==> config.mk <==
export PLATFORM = sky130hd
export DESIGN_NAME = core_reset_ctrl
export DESIGN_NICKNAME = d
export VERILOG_FILES = /design/src/rtl/core_reset_ctrl.sv
export SDC_FILE = /design/constraint.sdc
export NUM_CORES = 1
export LEC_CHECK = 0
export CORE_MARGIN = 4
export CORE_UTILIZATION = 26
export CTS_CLUSTER_DIAMETER = 60
export DETAILED_ROUTE_END_ITERATION = 8
export PLACE_DENSITY = 0.51
export SLEW_MARGIN = 10
export SYNTH_ARGS = -nofsm -noshare
export SYNTH_HDL_FRONTEND = slang
export SYNTH_SLANG_ARGS = --single-unit
==> constraint.sdc <==
create_clock -name clk_sys -period 2 [get_ports clk_sys]
set_input_delay 0.4 -clock clk_sys [delete_from_list [all_inputs] [get_ports clk_sys]]
set_output_delay 0.4 -clock clk_sys [all_outputs]
set_load 0.1 [all_outputs]
==> src/rtl/core_reset_ctrl.sv <==
`default_nettype none
// ============================================================================
// Module   : core_reset_ctrl
// Brief    : Merges masked level reset requests and a debounced configuration
//            field into one registered core reset with a fixed-length release.
// Revision : 1.0 - initial release
// ============================================================================
module core_reset_ctrl #(
    parameter int NSRC   = 4,
    parameter int CFG_W  = 2,
    parameter int HOLD   = 15,
    parameter int STABLE = 4
) (
    input  logic             clk_sys,
    input  logic             reset,
    input  logic [NSRC-1:0]  req,
    input  logic [NSRC-1:0]  req_mask,
    input  logic [CFG_W-1:0] cfg_in,
    output logic             core_reset,
    output logic [CFG_W-1:0] cfg_out,
    output logic [NSRC:0]    cause,
    output logic             ready
);

    localparam int unsigned c_HCNT_W = $clog2(HOLD + 1);
    localparam int unsigned c_SCNT_W = $clog2(STABLE + 1);

    localparam logic [c_HCNT_W-1:0] c_HOLD_LOAD   = c_HCNT_W'(HOLD);
    localparam logic [c_HCNT_W-1:0] c_HCNT_LAST   = c_HCNT_W'(1);
    localparam logic [c_SCNT_W-1:0] c_SCNT_LAST   = c_SCNT_W'(STABLE - 1);
    localparam logic [c_SCNT_W-1:0] c_SCNT_ONE    = c_SCNT_W'(1);
    localparam logic [NSRC:0]       c_CAUSE_CFG   = {1'b1, {NSRC{1'b0}}};

    typedef enum logic [1:0] {
        S_IDLE    = 2'd0,
        S_PENDING = 2'd1,
        S_ACTIVE  = 2'd2,
        S_HOLDING = 2'd3
    } state_t;

    state_t              r_state;
    logic [c_HCNT_W-1:0] r_hcnt;
    logic [c_SCNT_W-1:0] r_scnt;
    logic [CFG_W-1:0]    r_last;
    logic [CFG_W-1:0]    r_cfg_out;
    logic [NSRC:0]       r_cause;
    logic                r_core_reset;
    logic                r_ready;

    logic [NSRC-1:0]     w_mreq;
    logic                w_any;
    logic                w_cfg_diff;

    assign w_mreq     = req & req_mask;
    assign w_any      = |w_mreq;
    assign w_cfg_diff = (cfg_in != r_cfg_out);

    // core_reset is registered alongside the state so it rises on the same
    // edge that applies a new cfg_out; cfg_out therefore never moves while low.
    always_ff @(posedge clk_sys) begin
        if (reset) begin
            r_state      <= S_HOLDING;
            r_hcnt       <= c_HOLD_LOAD;
            r_scnt       <= '0;
            r_last       <= cfg_in;
            r_cfg_out    <= cfg_in;
            r_cause      <= '0;
            r_core_reset <= 1'b1;
            r_ready      <= 1'b0;
        end else begin
            r_ready <= 1'b0;
            case (r_state)
                S_IDLE: begin
                    if (w_any) begin
                        r_state      <= S_ACTIVE;
                        r_core_reset <= 1'b1;
                        r_cfg_out    <= cfg_in;
                        r_cause      <= {w_cfg_diff, w_mreq};
                    end else if (w_cfg_diff) begin
                        r_state <= S_PENDING;
                        r_last  <= cfg_in;
                        r_scnt  <= '0;
                    end
                end

                S_PENDING: begin
                    if (w_any) begin
                        r_state      <= S_ACTIVE;
                        r_core_reset <= 1'b1;
                        r_cfg_out    <= cfg_in;
                        r_cause      <= {1'b1, w_mreq};
                    end else if (cfg_in != r_last) begin
                        r_last <= cfg_in;
                        r_scnt <= '0;
                    end else if (!w_cfg_diff) begin
                        r_state <= S_IDLE;
                    end else if (r_scnt == c_SCNT_LAST) begin
                        r_state      <= S_HOLDING;
                        r_hcnt       <= c_HOLD_LOAD;
                        r_core_reset <= 1'b1;
                        r_cfg_out    <= cfg_in;
                        r_cause      <= c_CAUSE_CFG;
                    end else begin
                        r_scnt <= r_scnt + c_SCNT_ONE;
                    end
                end

                S_ACTIVE: begin
                    r_cfg_out <= cfg_in;
                    r_cause   <= r_cause | {w_cfg_diff, w_mreq};
                    if (!w_any) begin
                        r_state <= S_HOLDING;
                        r_hcnt  <= c_HOLD_LOAD;
                    end
                end

                S_HOLDING: begin
                    r_cfg_out <= cfg_in;
                    if (w_any) begin
                        r_state <= S_ACTIVE;
                        r_cause <= r_cause | {1'b0, w_mreq};
                    end else if (w_cfg_diff) begin
                        r_hcnt  <= c_HOLD_LOAD;
                        r_cause <= r_cause | c_CAUSE_CFG;
                    end else if (r_hcnt == c_HCNT_LAST) begin
                        r_state      <= S_IDLE;
                        r_core_reset <= 1'b0;
                        r_ready      <= 1'b1;
                    end else begin
                        r_hcnt <= r_hcnt - c_HCNT_LAST;
                    end
                end

                default: begin
                    r_state      <= S_HOLDING;
                    r_hcnt       <= c_HOLD_LOAD;
                    r_core_reset <= 1'b1;
                end
            endcase
        end
    end

    assign core_reset = r_core_reset;
    assign cfg_out    = r_cfg_out;
    assign cause      = r_cause;
    assign ready      = r_ready;

endmodule
`default_nettype wire

==> results_dict.tcl <==
set metrics [dict create \
    clockBufferDepth 2 \
    cts_root_buf "clkbuf_8" \
    yosysMostFrequentCell "dfxtp_1" \
    netlist_instances 109 \
    use_met3 0.0313 \
    drv_slew 0 \
    vdd_drop_max_mv 0.337 \
    drv_cap 0 \
    yosysTopAreaCell "dfxtp_1" \
    cts-buffers-inserted 3 \
    crit_path_start_kind "input pin" \
    syn2layout_area_growth_pct 41.2 \
    hold_class "reg -> reg" \
    grt_use_total 0.102 \
    cts_resized 0 \
    numPortBuffers 20 \
    crit_required_ns 2.16 \
    synthTopCellsByArea "dfxtp_1 (31%), edfxtp_1 (12%), ha_1 (4.9%)" \
    cts_tree "done" \
    cts_hold_buf 0 \
    globalRouteOverflowTotal 0 \
    fmax_mhz 538 \
    viasPerCell 4.55 \
    synth_seq_cells 20 \
    arrival_ns 2.02 \
    htree_levels 1 \
    grt_pass1_vias 978 \
    setup_viol 0 \
    grtUsageMet1 0.124 \
    slowest_stage "clkdlybuf4s50_1" \
    initialDrtViolationCount 25 \
    syn-cell-area_sq_mm 0.00103 \
    place_hpwl_um 1930 \
    worst-path-buf-inv 1 \
    cp_top_family "buffers and inverters" \
    yosysWarnings 0 \
    status "finished clean" \
    fin_util 0.388 \
    hold_viol_final 0 \
    post_drt_wl_per_cell_um 12.4 \
    finalNonFillerCells 193 \
    power.leakage_nw 0.601 \
    dp.cells 189 \
    insertedDiodeCount 0 \
    syn_nets 125 \
    initial_utilization 0.275 \
    layout-drive-gt1-share 0.276 \
    die_area_sq_mm 0.00503 \
    fin_nets 162 \
    die_w_um 70.9 \
    postRouteAntennaNets 0 \
    critPathMaxStageDelay_ns 0.60 \
    die_y_um 70.9 \
    synthTopCellsByCount "dfxtp_1 (16), nand2_1 (11), nor2_1 (11)" \
    power.density_mw_per_mm2 727 \
    async_reset_ff_frac 0 \
    core_sq_mm 0.00374 \
    worst_slew_pin_slew_ns 0.488 \
    period_minus_slack_ns 1.86 \
    grt_max_degree 13 \
    rows 22 \
    finalClockSkew_ns 0.00425 \
    globalRouteMet2Util 0.177 \
    place_congestion 0.783 \
    clkSlewWorstSetupHoldPaths_ns 0.08 \
    synth_top_area_share 0.311 \
    drcViolationCount 0 \
    finalCritPeriodShare 0.930 \
    antenna_found_initial 0 \
    n_fill_cell 410 \
    relSlewSlack 0.674 \
    clk_latency_ns 0.26 \
    cts.sinks 20 \
    p_total_w 0.00106 \
    top_usage_layer "met2" \
    multi_input_area_sq_um 571 \
    tns_ns 0 \
    io_pins 21 \
    end_kind "register" \
    grt_first_pass_wirelength_um 4220 \
    cp_cell_sequence "clkdlybuf4s50_1 > xor2_2 > o21bai_1 > a211oi_4 > mux2i_1 > nor2_1" \
    synth_edf_count 4 \
    vias 878 \
    ff_latch_area_sq_um 440 \
    dr.pass1.iters 4 \
    post_synth_num_cell_types 39 \
    avgSynthCellArea_sq_um 9.45 \
    yosysSeqAreaShare 0.428 \
    routed_wl_um 2390 \
    cts_setup_buffers 0 \
    synthFlopType "dfxtp_1" \
    path_max_fanout 4 \
    path_class "in -> reg" \
    rsz0062_at_grt "false" \
]
## cells by family after synthesis
kind of cell             count (synthesis)  share of synthesized area
AO/OA/AOI/OAI                           26                      0.196
buffers and inverters                    9                     0.0340
XOR/XNOR                                 6                     0.0656
AND/OR/NAND/NOR                         39                      0.179
flip-flops                              20                      0.428
adder cells (fa/ha/maj)                  4                     0.0486
multiplexers                             5                     0.0498
## metal layers
metal  up-vias  wire (um)
met4         0          6
li1        458          -
met5         -          0
met3         2        117
met2        23       1170
met1       395       1090
## layout make-up
type	instances	area share
multi-input combinational	80	0.392
clock buffer	4	0.0456
sequential	20	0.303
tap	48	0.0413
inverter	5	0.0129
timing repair buffer	36	0.205
## cell usage in the layout (no fill, tap or decap), drive strengths merged
cell type,synthesis,routed
buf,1,25
dfxtp,16,16
nor2,12,12
nand2,11,11
clkdlybuf4s50,0,11
a21oi,6,6
inv,5,5
nor3,4,4
mux2i,4,4
o2bb2ai,4,4
ha,4,4
edfxtp,4,4
o21ai,4,4
clkbuf,3,4
xor2,4,4
a21o,3,3
nand3,3,3
nand4,2,2
xnor2,2,2
and2,1,1
o2111ai,1,1
or3,1,1
nor3b,1,1
nor2b,1,1
and3,1,1
o21bai,1,1
a211oi,1,1
mux2,1,1
a31oi,1,1
or3b,1,1
o31a,1,1
or2,1,1
a22oi,1,1
a211o,1,1
a221o,1,1
a22o,1,1
## sequential cells by signal (all words and copies together) (netlist names)
signal      count
core_reset      1
r_scnt          3
ready           1
cause           5
cfg_out         2
r_hcnt          4
r_last          2
r_state         2
## power breakdown
part	leakage, nW	switching (W)	internal [W]
registers	0.172	0.0000116	0.000428
clock network	0.0339	0.000150	0.000217
logic	0.395	0.000160	0.0000914
total	0.601	0.000321	0.000736
## stage by stage
stage / worst slack [ns] / cell area (sq um) / hold WS (ns)
floorplan: -0.133 / 1050 / 0.460
global placement: -0.121 / 1390 / 0.451
detailed placement: -0.160 / 1390 / 0.452
CTS: 0.112 / 1450 / 0.475
global route: 0.00861 / 1450 / 0.478
finish: 0.141 / 1450 / 0.474
## worst paths after layout
path         startpoint         to  slack [ns]  cells after the start
max           cfg_in[0]  r_scnt[1]        0.14                      6
min reg2reg    cause[3]   cause[3]        0.47                      1
max reg2reg   r_scnt[0]  r_scnt[1]        0.20                      7
min            cause[3]   cause[3]        0.47                      1
No activity file was read; power rests on OpenSTA's default activity.
